### src/rtl/layer_mem_arbiter_if.sv
// Requester-side bus of the layer-memory arbiter: three requesters packed by index.
interface layer_mem_arbiter_if #(
    parameter int AW = 12,
    parameter int DW = 20
);
    logic [2:0]         valid;
    logic [2:0]         we;
    logic [2:0][2:0]    sel;
    logic [2:0][AW-1:0] addr;
    logic [2:0][DW-1:0] wdata;
    logic [2:0]         ready;
    logic [2:0]         rvalid;
    logic [DW-1:0]      rdata;

    modport master (
        output valid, we, sel, addr, wdata,
        input  ready, rvalid, rdata
    );

    modport slave (
        input  valid, we, sel, addr, wdata,
        output ready, rvalid, rdata
    );
endinterface

### src/rtl/layer_mem_arbiter.sv
// Round-robin arbiter sharing one layer-memory port among three engines, with
// registered memory strobes and a 2-stage read tag pipeline returning data to its owner.
module layer_mem_arbiter #(
    parameter int AW = 12,
    parameter int DW = 20
) (
    input  logic                clk,
    input  logic                rst,
    layer_mem_arbiter_if.slave  req_if,
    output logic                crd_o,
    output logic [AW-1:0]       caddr_rd_o,
    output logic                cwr_o,
    output logic [AW-1:0]       caddr_wr_o,
    output logic [DW-1:0]       cdata_wr_o,
    output logic [2:0]          csel_o,
    input  logic [DW-1:0]       cdata_rd_i,
    output logic                idle_o
);

    // Returns {found, id}: first valid requester in order ptr, ptr+1, ptr+2 (mod 3).
    function automatic logic [2:0] rr_pick(input logic [2:0] v, input logic [1:0] p);
        logic [2:0] res;
        logic [1:0] c;
        res = 3'b000;
        c   = p;
        for (int k = 0; k < 3; k++) begin
            if (!res[2] && v[c]) begin
                res = {1'b1, c};
            end else begin
                res = res;
            end
            c = (c == 2'd2) ? 2'd0 : c + 2'd1;
        end
        return res;
    endfunction

    function automatic logic [2:0] id2oh(input logic [1:0] id);
        return 3'b001 << id;
    endfunction

    logic [1:0]    ptr_q, ptr_d;
    logic          crd_q, crd_d, cwr_q, cwr_d;
    logic [AW-1:0] caddr_rd_q, caddr_rd_d, caddr_wr_q, caddr_wr_d;
    logic [DW-1:0] cdata_wr_q, cdata_wr_d, rdata_q, rdata_d;
    logic [2:0]    csel_q, csel_d;
    logic [2:0]    rvalid_q, rvalid_d;
    logic          t1_vld_q, t1_vld_d, t2_vld_q, t2_vld_d;
    logic [1:0]    t1_id_q, t1_id_d, t2_id_q, t2_id_d;
    logic [2:0]    pick_s;
    logic          gnt_any_s;
    logic [1:0]    gnt_id_s;

    assign pick_s    = rr_pick(req_if.valid, ptr_q);
    assign gnt_any_s = pick_s[2];
    assign gnt_id_s  = pick_s[1:0];

    // Next-state: grant decode, memory strobe/address capture and read tag advance.
    always_comb begin
        ptr_d      = ptr_q;
        crd_d      = 1'b0;
        cwr_d      = 1'b0;
        caddr_rd_d = caddr_rd_q;
        caddr_wr_d = caddr_wr_q;
        cdata_wr_d = cdata_wr_q;
        csel_d     = csel_q;
        t1_vld_d   = 1'b0;
        t1_id_d    = t1_id_q;
        if (gnt_any_s) begin
            ptr_d  = (gnt_id_s == 2'd2) ? 2'd0 : gnt_id_s + 2'd1;
            csel_d = req_if.sel[gnt_id_s];
            if (req_if.we[gnt_id_s]) begin
                cwr_d      = 1'b1;
                caddr_wr_d = req_if.addr[gnt_id_s];
                cdata_wr_d = req_if.wdata[gnt_id_s];
            end else begin
                crd_d      = 1'b1;
                caddr_rd_d = req_if.addr[gnt_id_s];
                t1_vld_d   = 1'b1;
                t1_id_d    = gnt_id_s;
            end
        end else begin
            ptr_d = ptr_q;
        end
        t2_vld_d = t1_vld_q;
        t2_id_d  = t1_id_q;
        // Stage 2 coincides with the memory's data cycle, so capture it here.
        if (t2_vld_q) begin
            rdata_d  = cdata_rd_i;
            rvalid_d = id2oh(t2_id_q);
        end else begin
            rdata_d  = rdata_q;
            rvalid_d = 3'b000;
        end
    end

    // State registers; reset also discards any read still in the tag pipeline.
    always_ff @(posedge clk or posedge rst) begin
        if (rst) begin
            ptr_q      <= 2'd0;
            crd_q      <= 1'b0;
            cwr_q      <= 1'b0;
            caddr_rd_q <= '0;
            caddr_wr_q <= '0;
            cdata_wr_q <= '0;
            csel_q     <= 3'd0;
            rdata_q    <= '0;
            rvalid_q   <= 3'b000;
            t1_vld_q   <= 1'b0;
            t1_id_q    <= 2'd0;
            t2_vld_q   <= 1'b0;
            t2_id_q    <= 2'd0;
        end else begin
            ptr_q      <= ptr_d;
            crd_q      <= crd_d;
            cwr_q      <= cwr_d;
            caddr_rd_q <= caddr_rd_d;
            caddr_wr_q <= caddr_wr_d;
            cdata_wr_q <= cdata_wr_d;
            csel_q     <= csel_d;
            rdata_q    <= rdata_d;
            rvalid_q   <= rvalid_d;
            t1_vld_q   <= t1_vld_d;
            t1_id_q    <= t1_id_d;
            t2_vld_q   <= t2_vld_d;
            t2_id_q    <= t2_id_d;
        end
    end

    assign req_if.ready  = gnt_any_s ? id2oh(gnt_id_s) : 3'b000;
    assign req_if.rvalid = rvalid_q;
    assign req_if.rdata  = rdata_q;
    assign crd_o         = crd_q;
    assign cwr_o         = cwr_q;
    assign caddr_rd_o    = caddr_rd_q;
    assign caddr_wr_o    = caddr_wr_q;
    assign cdata_wr_o    = cdata_wr_q;
    assign csel_o        = csel_q;
    assign idle_o        = ~(|req_if.valid) & ~t1_vld_q & ~t2_vld_q;

endmodule

### src/flat_wrapper.sv
// flat-port wrapper written by rule: the top's interface ports become plain ports
module layer_mem_arbiter_flat 
#(
    parameter int AW = 12,
    parameter int DW = 20
)
  (clk, rst, crd_o, caddr_rd_o, cwr_o, caddr_wr_o, cdata_wr_o, csel_o, cdata_rd_i, idle_o, req_if_valid, req_if_we, req_if_sel, req_if_addr, req_if_wdata, req_if_ready, req_if_rvalid, req_if_rdata);
  layer_mem_arbiter_if #(.AW(AW), .DW(DW)) req_if_i ();
  input  logic clk;
  input  logic rst;
  output logic crd_o;
  output logic [AW-1:0] caddr_rd_o;
  output logic cwr_o;
  output logic [AW-1:0] caddr_wr_o;
  output logic [DW-1:0] cdata_wr_o;
  output logic [2:0] csel_o;
  input  logic [DW-1:0] cdata_rd_i;
  output logic idle_o;
  input wire logic [$bits(req_if_i.valid)-1:0] req_if_valid;
  input wire logic [$bits(req_if_i.we)-1:0] req_if_we;
  input wire logic [$bits(req_if_i.sel)-1:0] req_if_sel;
  input wire logic [$bits(req_if_i.addr)-1:0] req_if_addr;
  input wire logic [$bits(req_if_i.wdata)-1:0] req_if_wdata;
  output wire logic [$bits(req_if_i.ready)-1:0] req_if_ready;
  output wire logic [$bits(req_if_i.rvalid)-1:0] req_if_rvalid;
  output wire logic [$bits(req_if_i.rdata)-1:0] req_if_rdata;
  assign req_if_i.valid = req_if_valid;
  assign req_if_i.we = req_if_we;
  assign req_if_i.sel = req_if_sel;
  assign req_if_i.addr = req_if_addr;
  assign req_if_i.wdata = req_if_wdata;
  assign req_if_ready = req_if_i.ready;
  assign req_if_rvalid = req_if_i.rvalid;
  assign req_if_rdata = req_if_i.rdata;
  layer_mem_arbiter #(.AW(AW), .DW(DW)) u_core (.clk(clk), .rst(rst), .req_if(req_if_i), .crd_o(crd_o), .caddr_rd_o(caddr_rd_o), .cwr_o(cwr_o), .caddr_wr_o(caddr_wr_o), .cdata_wr_o(cdata_wr_o), .csel_o(csel_o), .cdata_rd_i(cdata_rd_i), .idle_o(idle_o));
endmodule
### config.mk
export PLATFORM = sky130hd
export DESIGN_NAME = layer_mem_arbiter_flat
export DESIGN_NICKNAME = d
export VERILOG_FILES = /design/src/rtl/layer_mem_arbiter_if.sv /design/src/rtl/layer_mem_arbiter.sv /design/src/flat_wrapper.sv
export SDC_FILE = /design/constraint.sdc
export NUM_CORES = 1
export LEC_CHECK = 0
export BUFFER_PORTS_ARGS = -buffer_cell sky130_fd_sc_hd__buf_4
export CORE_MARGIN = 2
export CORE_UTILIZATION = 45
export CTS_CLUSTER_DIAMETER = 100
export DETAILED_ROUTE_END_ITERATION = 7
export PLACE_DENSITY = 0.88
export SKIP_CTS_REPAIR_TIMING = 1
export SLEW_MARGIN = 10
export SYNTH_ARGS = -nofsm -noshare
export SYNTH_HDL_FRONTEND = slang
export SYNTH_SLANG_ARGS = --single-unit
export TNS_END_PERCENT = 50
### constraint.sdc
create_clock -name clk -period 5.4 [get_ports clk]
set_input_delay 1.35 -clock clk [delete_from_list [all_inputs] [get_ports clk]]
set_output_delay 1.35 -clock clk [all_outputs]
set_load 0.005 [all_outputs]
==> results_dict.tcl, run 1 <==
set metrics [dict create \
    max_freq_mhz 244 \
    die_h_um 93.8 \
    hpwl_um 7790 \
    synthCells 276 \
    synth_warnings 0 \
    tns_ns 0 \
    gp_congestion 0.845 \
    cp.arrival_ns 2.75 \
    clock-sinks 79 \
    layout_commonest_cell "buf_4" \
    netlist_area_sq_mm 0.00363 \
    hold_depth 0 \
    ff2ff_path_depth 5 \
    finalPower_mw 2.15 \
    drt-total-wl_um 10400 \
    reg2reg_to "u_core.caddr_rd_o[0]" \
    cts_tree "yes" \
    coreArea_sq_mm 0.00777 \
    crit_path_start_kind "primary input" \
    synth_edf_count 0 \
    r2r_slack_ns 2.21 \
    slowest_stage "a21o_1" \
    ant_nets 0 \
    nNetsFinal 611 \
    area_growth_pct 50.4 \
    firstDrtPassIters 4 \
    insertion_delay_ns 0.34 \
    critical_path_required_ns 4.05 \
    clockRootBuffer "clkbuf_8" \
    most-common-layout-cells "buf_4 (212), dfrtp_1 (79), mux2_2 (57)" \
    ys_types 33 \
    track_usage_pct 23.5 \
    worstPathCellList "buf_4 -> nand2b_1 -> a21o_1 -> a2bb2oi_4 -> nand2_1 -> inv_1 -> buf_4" \
    finalClockSkew_ns 0.0161 \
    outcome "finished clean" \
    drv_slew 0 \
    drc 0 \
    irDropWorstVdd_mv 0.154 \
    yosysSeqAreaShare_pct 54.5 \
    port_buffers 208 \
    cp_num_buf_inv 3 \
    cpPeakStageDelay_ns 0.74 \
    period_share_pct 75.9 \
    grt_pass1_wl_um 15800 \
    finalSetupViolCount 0 \
    rows 32 \
    p_leak_nw 2.78 \
    holdPathEnd "u_core.t2_id_q[0]" \
    start_util_pct 46.7 \
    async_reset_ff_share_pct 100 \
    slew_headroom_pct 30.9 \
    die_area_sq_mm 0.00879 \
    crit_family "compound AO/OA/AOI/OAI gates" \
    antenna_found_initial 0 \
    max_cap_violations 0 \
    worstPathMaxFanout 34 \
    vias_per_cell 5.44 \
    fin_crit_ns 4.10 \
    criticalPathCategory "in2out" \
    grt_max_degree 80 \
    syn_nets 409 \
    hp-class "reg2reg" \
    cts_buffers 9 \
    clockBufferDepth 2 \
    rsz0062_at_grt "no" \
    ys_seq_elements 79 \
    min_from "u_core.t1_id_q[0]" \
    io_pins 209 \
    hold_violations 0 \
    h-tree-depth 3 \
    tightest_slew_ns 1.04 \
    syn_area_per_cell_sq_um 13.1 \
    clkTransAtPathRegs_ns 0.08 \
    power_density_mw_per_mm2 394 \
    vias 3184 \
    synth_flop_cell "dfrtp_1" \
    die_w_um 93.8 \
    drive_above_1_share_pct 61.7 \
    wl_per_cell_um 17.8 \
    n_antenna_cell 0 \
    r2r-start "u_core.ptr_q[1]" \
    first_iter_violations 118 \
    grt_pass1_vias 3278 \
    cp_common_cell "buf_4" \
    crit_path_end_kind "output port" \
    grt_overflow_total 0 \
]
==> cells in the mapped netlist, types with 2 or more instances <==
master / count / area share, %
a221o_1: 32 / 8.8
a222oi_1: 2 / 0.55
a22oi_1: 2 / 0.41
and3_1: 32 / 5.5
buf_2: 4 / 0.55
buf_6: 2 / 0.62
clkbuf_1: 15 / 1.6
dfrtp_1: 79 / 55
inv_1: 7 / 0.72
mux2_2: 57 / 18
mux2_4: 7 / 2.9
nand2_1: 11 / 1.1
nor2_1: 3 / 0.31
nor3b_1: 2 / 0.41
o21ai_0: 3 / 0.41
==> registers in the layout, indices dropped and copies added (netlist names) <==
name	cells
u_core.cdata_wr_o	20
u_core.req_if.rdata	20
u_core.caddr_rd_o	12
u_core.caddr_wr_o	12
u_core.csel_o	3
u_core.req_if.rvalid	3
u_core.ptr_q	2
u_core.t1_id_q	2
u_core.t2_id_q	2
u_core.crd_o	1
u_core.cwr_o	1
u_core.t2_vld_q	1
==> worst reg2reg max path: cells and delay by family (launching register included) <==
kind | cells | cell delay (ns)
AND/OR/NAND/NOR | 4 | 2.20
flip-flops | 1 | 0.44
multiplexers | 1 | 0.44
==> cells by family (layout without fill, tap and decap cells) <==
family                 after synthesis  in the layout  synth area share [%]
AOI/OAI and AO/OA                   47             47                  12.1
buffers and inverters               29            236                  3.55
DFF                                 79             79                  54.5
muxes                               64             64                  20.6
and+or+nand+nor                     57             57                  9.21
==> worst max-delay path by stage <==
stage	startpoint	to	depth (start not counted)
floorplan	req_if_valid[2]	req_if_ready[0]	6
global placement	req_if_valid[2]	u_core.caddr_rd_o[3]	5
CTS	req_if_valid[0]	req_if_ready[0]	7
finish	req_if_valid[0]	req_if_ready[0]	7
global route	req_if_valid[0]	req_if_ready[0]	7
detailed placement	req_if_valid[2]	u_core.caddr_rd_o[0]	5
==> stage by stage <==
stage | setup WS, ns | std cells | instance area (sq um) | utilization (%) | hold slack [ns]
floorplan | 1.55 | 276 | 3630 | - | 0.354
global placement | 1.35 | 569 | 5280 | 67.9 | 0.368
detailed placement | 1.30 | 569 | 5280 | 67.9 | 0.368
CTS | 1.31 | 585 | 5460 | 70.2 | 0.391
global route | 1.17 | 585 | 5460 | 70.2 | 0.408
finish | 1.30 | 585 | 5460 | 70.2 | 0.386
==> final cells by class <==
cell class / instances / area [sq um]
multi-input combinational: 168 / 1550
inverter: 8 / 31.3
timing repair buffer: 212 / 1590
clock inverter: 6 / 42.5
sequential: 79 / 1980
clock buffer: 10 / 138
tap: 102 / 128
fill: 574 / 2310
==> where the power goes <==
part           switching (mW)  leakage (nW)  total [mW]  internal [mW]
Combinational           0.302          1.75       0.831          0.529
Sequential              0.126         0.944       0.918          0.792
Clock                   0.219        0.0891       0.400          0.181
==> routing by layer <==
metal	track usage [%]	part of all wire, %	vias to the layer above
li1	-	-	1454
met1	25.0	36	1540
met2	43.4	52	170
met3	6.50	9.4	20
met4	9.78	2.6	0
met5	0	0	-
Note: power is estimated with default switching activity, not from simulation.
==> run 2, diff against run 1 <==
--- a/config.mk
+++ b/config.mk
@@ -7,10 +7,10 @@
 export LEC_CHECK = 0
 export BUFFER_PORTS_ARGS = -buffer_cell sky130_fd_sc_hd__buf_4
 export CORE_MARGIN = 2
-export CORE_UTILIZATION = 45
+export CORE_UTILIZATION = 40
 export CTS_CLUSTER_DIAMETER = 100
 export DETAILED_ROUTE_END_ITERATION = 7
-export PLACE_DENSITY = 0.88
+export PLACE_DENSITY = 0.83
 export SKIP_CTS_REPAIR_TIMING = 1
 export SLEW_MARGIN = 10
 export SYNTH_ARGS = -nofsm -noshare
==> constraint.sdc (replaced) <==
create_clock -name clk -period 3.3 [get_ports clk]
set_input_delay 0.825 -clock clk [delete_from_list [all_inputs] [get_ports clk]]
set_output_delay 0.825 -clock clk [all_outputs]
set_load 0.005 [all_outputs]
==> run 2 against run 1 <==
Effect of this change:
- sequential share of layout area fell by 0.53 points
- global-route usage fell by 2.9 points
- final cell count rose by 2.1%
- core utilization fell by 7.1 points
- die area rose by 12%
- via count fell by 2.8%
- routed wire length fell by 3.2%
- first-iteration DRC count fell by 37%
- hold slack improved by 0.0091 ns
- final area rose by 1.5%
- critical path depth did not move
- combinational power rose by 64%
- critical path type unchanged
- largest power group unchanged
==> results_dict.tcl, run 2 (synthesized netlist as in run 1, its figures left out) <==
set metrics [dict create \
    outcome "finished clean" \
    multiInputGateArea_sq_mm 0.00155 \
    period_share_pct 85.6 \
    grt_max_degree 40 \
    critical_path_required_ns 2.47 \
    insertion_delay_ns 0.34 \
    clock-sinks 79 \
    first_iter_violations 74 \
    criticalPathCategory "in2out" \
    irDropWorstVdd_mv 0.269 \
    port_buffers 208 \
    max_freq_mhz 354 \
    finalSetupViolCount 0 \
    cts_tree "yes" \
    slew_headroom_pct 42.7 \
    grt_pass1_vias 3146 \
    finalClockSkew_ns 0.0108 \
    wl_per_cell_um 16.9 \
    r2r_slack_ns 0.84 \
    cpPeakStageDelay_ns 0.50 \
    worstPathCellList "buf_4 -> nand2b_1 -> a21o_1 -> a2bb2oi_4 -> nand2_1 -> inv_1 -> buf_4" \
    p_leak_nw 2.82 \
    min_from "u_core.t1_id_q[1]" \
    fillCellCount 724 \
    crit_path_start_kind "primary input" \
    coreArea_sq_mm 0.00876 \
    gp_congestion 0.859 \
    cp_common_cell "buf_4" \
    clockRootBuffer "clkbuf_8" \
    hold_depth 0 \
    hold_violations 0 \
    drive_above_1_share_pct 62.0 \
    vias_per_cell 5.18 \
    seqCellArea_sq_mm 0.00198 \
    hpwl_um 7840 \
    layout_setup_ws_ns 0.475 \
    grt_overflow_total 0 \
    firstDrtPassIters 6 \
    most-common-layout-cells "buf_4 (218), dfrtp_1 (79), mux2_2 (57)" \
    die_w_um 99.2 \
    antenna_found_initial 0 \
    holdPathEnd "u_core.t2_id_q[1]" \
    die_h_um 99.2 \
    clkTransAtPathRegs_ns 0.08 \
    track_usage_pct 20.6 \
    max_cap_violations 0 \
    die_area_sq_mm 0.00985 \
    crit_path_end_kind "output port" \
    clockBufferDepth 2 \
    power_density_mw_per_mm2 650 \
    dpl_worst_slack_ns 0.431 \
    drt-total-wl_um 10100 \
    reg2reg_to "u_core.caddr_rd_o[6]" \
    cts_buffers 9 \
    r2r-start "u_core.ptr_q[0]" \
    n_antenna_cell 0 \
    fin_crit_ns 2.82 \
    rows 34 \
    worstPathMaxFanout 16 \
    grt_pass1_wl_um 15900 \
    nNetsFinal 617 \
    io_pins 209 \
    ant_nets 0 \
    start_util_pct 41.4 \
    ff2ff_path_depth 6 \
    tns_ns 0 \
    area_growth_pct 52.6 \
    tightest_slew_ns 0.860 \
    layout_commonest_cell "buf_4" \
    h-tree-depth 3 \
    rsz0062_at_grt "no" \
    drv_slew 0 \
    hp-class "reg2reg" \
    drc 0 \
    slowest_stage "a21o_1" \
    cp.arrival_ns 2.00 \
    vias 3094 \
]
-- run 2: cell count changes in the layout (fill, tap and decap cells not counted) --
cell       previous run  this run
buf_4               212       218
bufinv_16             0         1
clkbuf_1              0         1
clkbuf_8             10        11
clkinv_2              3         1
clkinv_4              0         1
inv_6                 2         0
-- run 2: how the worst max path moves through the flow --
stage | startpoint | end | slack [ns] | cells past startpoint
finish | req_if_valid[0] | req_if_ready[0] | 0.48 | 7
global route | req_if_valid[0] | req_if_ready[0] | 0.39 | 7
CTS | req_if_valid[0] | req_if_ready[0] | 0.48 | 7
detailed placement | req_if_valid[0] | u_core.caddr_rd_o[1] | 0.43 | 7
global placement | req_if_valid[0] | u_core.caddr_rd_o[4] | 0.47 | 7
floorplan | rst | u_core.caddr_rd_o[0] | 0.45 | 1
-- run 2: critical path: cells and delay by family --
kind            cells  cell delay, ns
compound gates      2            0.60
simple gates        2            0.26
buf+inv             3            0.31
-- run 2: routing by layer --
layer  GRT usage, %  routed length, um  part of all wire, %
met2           36.3               5150                   51
met3           6.39                807                  8.0
met1           23.8               3890                   39
met4           6.74                239                  2.4
met5              0                  0                    0
-- run 2: power by group --
part	switching (mW)	leakage (nW)	internal [mW]
clock	0.341	0.0988	0.392
combinational	0.488	1.77	0.876
sequential	0.204	0.944	1.30
total	1.03	2.82	2.57
-- run 2: cell type report --
| class | instances | share of cell area [%] |
|---|---|---|
| well taps | 108 | 2.44 |
| clock buffers | 12 | 2.80 |
| clock inverters | 4 | 0.972 |
| multi-input cells | 168 | 28.0 |
| flip-flops and latches | 79 | 35.7 |
| inverters | 8 | 0.565 |
| repair buffers | 218 | 29.6 |
-- run 2: stage by stage --
stage	power, mW	cell area [sq um]	hold WS [ns]	cells	utilization, %
2_1_floorplan	2.10	3630	0.354	276	-
3_3_place_gp	2.86	5330	0.370	581	60.8
3_5_place_dp	2.91	5330	0.373	581	60.8
6_report	3.60	5540	0.396	597	63.2
5_1_grt	3.83	5540	0.414	597	63.2
4_1_cts	3.66	5540	0.397	597	63.2
==> run 3, diff against run 2 <==
--- a/config.mk
+++ b/config.mk
@@ -5,12 +5,13 @@
 export SDC_FILE = /design/constraint.sdc
 export NUM_CORES = 1
 export LEC_CHECK = 0
+export ABC_AREA = 1
 export BUFFER_PORTS_ARGS = -buffer_cell sky130_fd_sc_hd__buf_4
 export CORE_MARGIN = 2
 export CORE_UTILIZATION = 40
 export CTS_CLUSTER_DIAMETER = 100
 export DETAILED_ROUTE_END_ITERATION = 7
-export PLACE_DENSITY = 0.83
+export PLACE_DENSITY = 0.82
 export SKIP_CTS_REPAIR_TIMING = 1
 export SLEW_MARGIN = 10
 export SYNTH_ARGS = -nofsm -noshare
==> run 3 against run 2 <==
Effect of this change:
- sequential share of layout area decreased by 1.2 points
- die area increased by 4.9%
- power increased by 51%
- critical path type unchanged
- critical endpoint is now req_if_ready[1]
- highest routed layer unchanged
==> results_dict.tcl, run 3 <==
set metrics [dict create \
    grt_pass1_vias 4011 \
    syn_area_per_cell_sq_um 7.26 \
    worstPathMaxFanout 29 \
    grt_max_degree 43 \
    hold_violations 0 \
    cp-startpoint "req_if_valid[2]" \
    max_cap_violations 0 \
    synth_warnings 0 \
    rsz0062_at_grt "no" \
    finalSetupViolCount 0 \
    r2r-start "u_core.ptr_q[1]" \
    netlist_area_sq_mm 0.00381 \
    async_reset_ff_share_pct 100 \
    drc 0 \
    synthTopCellsByArea "dfrtp_1 (52%), nand2_1 (32%), nand3_1 (6.8%)" \
    drt-total-wl_um 11900 \
    cp.depth 6 \
    port_buffers 208 \
    ys_types 23 \
    cts_buffers 9 \
    clockRootBuffer "clkbuf_8" \
    cts_tree "yes" \
    synth_flop_cell "dfrtp_1" \
    drv_slew 0 \
    slowest_stage "buf_4" \
    fillCellCount 801 \
    hold_depth 0 \
    power_density_mw_per_mm2 947 \
    track_usage_pct 23.3 \
    crit_family "buffers and inverters" \
    route.met3.wl_um 999 \
    fin_crit_ns 3.03 \
    grt_overflow_total 0 \
    whs_ns 0.382 \
    die_area_sq_mm 0.0103 \
    start_util_pct 41.3 \
    cp_num_buf_inv 4 \
    area_growth_pct 50.0 \
    rows 35 \
    criticalPathCategory "in2out" \
    yosysSeqAreaShare_pct 51.8 \
    period_share_pct 91.7 \
    vias 4219 \
    synthCells 525 \
    gp_congestion 0.840 \
    finalClockSkew_ns 0.00784 \
    nNetsFinal 864 \
    h-tree-depth 3 \
    wl_met2_um 5770 \
    tns_ns 0 \
    first_iter_violations 238 \
    hpwl_um 9180 \
    outcome "finished clean" \
    dr.max_layer_used "met4" \
    hp-class "reg2reg" \
    clockBufferDepth 2 \
    wl_met1_um 4900 \
    ys_seq_elements 79 \
    p_leak_nw 3.30 \
    worstPathCellList "buf_4 -> inv_1 -> o2111ai_1 -> nand2_1 -> buf_4 -> buf_4" \
    clkTransAtPathRegs_ns 0.08 \
    synthTopCellsByCount "nand2_1 (327), dfrtp_1 (79), nand3_1 (52), inv_1 (12), buf_2 (11)" \
    synth_edf_count 0 \
    syn_nets 658 \
    cp.arrival_ns 2.20 \
    crit_path_start_kind "primary input" \
    coreArea_sq_mm 0.00924 \
    r2r_slack_ns 0.71 \
    clock-sinks 79 \
    tightest_slew_ns 0.720 \
    min_from "u_core.t1_id_q[0]" \
    n_antenna_cell 0 \
    crit_path_end_kind "output port" \
    endpoint "req_if_ready[1]" \
    slew_headroom_pct 51.9 \
    finalPower_mw 5.42 \
    critical_path_required_ns 2.47 \
    irDropWorstVdd_mv 0.444 \
    most-common-layout-cells "nand2_1 (327), buf_4 (220), dfrtp_1 (79)" \
    firstDrtPassIters 6 \
    cp_common_cell "buf_4" \
    io_pins 209 \
    drive_above_1_share_pct 33.4 \
    antenna_found_initial 0 \
    yosysTopAreaCell "dfrtp_1" \
    max_freq_mhz 330 \
    wl_per_cell_um 13.8 \
    cpPeakStageDelay_ns 0.39 \
    yosysMostFrequentCell "nand2_1" \
    vias_per_cell 4.88 \
    insertion_delay_ns 0.35 \
    grt_pass1_wl_um 18700 \
    reg2reg_to "u_core.cdata_wr_o[8]" \
    yosys.area.top_type_share_pct 51.8 \
    die_h_um 102 \
    layout_commonest_cell "nand2_1" \
    ant_nets 0 \
    ff2ff_path_depth 11 \
    die_w_um 102 \
]
[run 3: cell count changes in the layout (fill, tap and decap cells not counted), moves of 3 or more]
cell and change:
a221o_1 -32, and3_1 -32, inv_1 +5, mux2_2 -57, mux2_4 -7, nand2_1 +316, nand2_2 +3, nand3_1 +52
nor2_1 +3, nor3_1 +3
[run 3: worst min-delay path by stage]
stage | to | slack, ns
after floorplan | u_core.t2_id_q[0] | 0.35
after global placement | u_core.t2_id_q[0] | 0.36
after detailed placement | u_core.t2_id_q[0] | 0.36
after CTS | u_core.t2_id_q[0] | 0.38
after global routing | u_core.t2_id_q[0] | 0.39
final | u_core.t2_id_q[0] | 0.38
[run 3: metal layers]
layer	global-route usage, %	vias to the layer above
met3	5.11	24
met4	8.52	0
li1	-	2044
met2	39.5	220
met1	29.2	1931
met5	0	-
[run 3: metrics by stage]
step	cells	util (%)	area, sq um	setup WS (ns)
floorplan	525	-	3810	0.452
global placement	849	59.7	5520	0.351
detailed placement	849	59.7	5520	0.219
CTS	865	61.9	5720	0.239
global route	865	61.9	5720	0.168
finish	865	61.9	5720	0.274
[run 3: kinds of logic after synthesis]
kind of cell / synth area share, %
and+or+nand+nor: 41.6
DFF: 51.8
buffers and inverters: 4.79
AOI/OAI and AO/OA: 1.77
[run 3: cell type report]
type	instances	area [sq um]	share of cell area, %
clock inverter	7	80.1	1.40
tap	129	161	2.82
timing repair buffer	221	1670	29.2
sequential	79	1980	34.6
inverter	14	53.8	0.940
clock buffer	9	124	2.16
multi-input combinational	406	1650	28.9
[run 3: power by group]
group | internal [mW] | switching, mW
Combinational | 1.25 | 1.64
Sequential | 1.46 | 0.321
Clock | 0.360 | 0.379
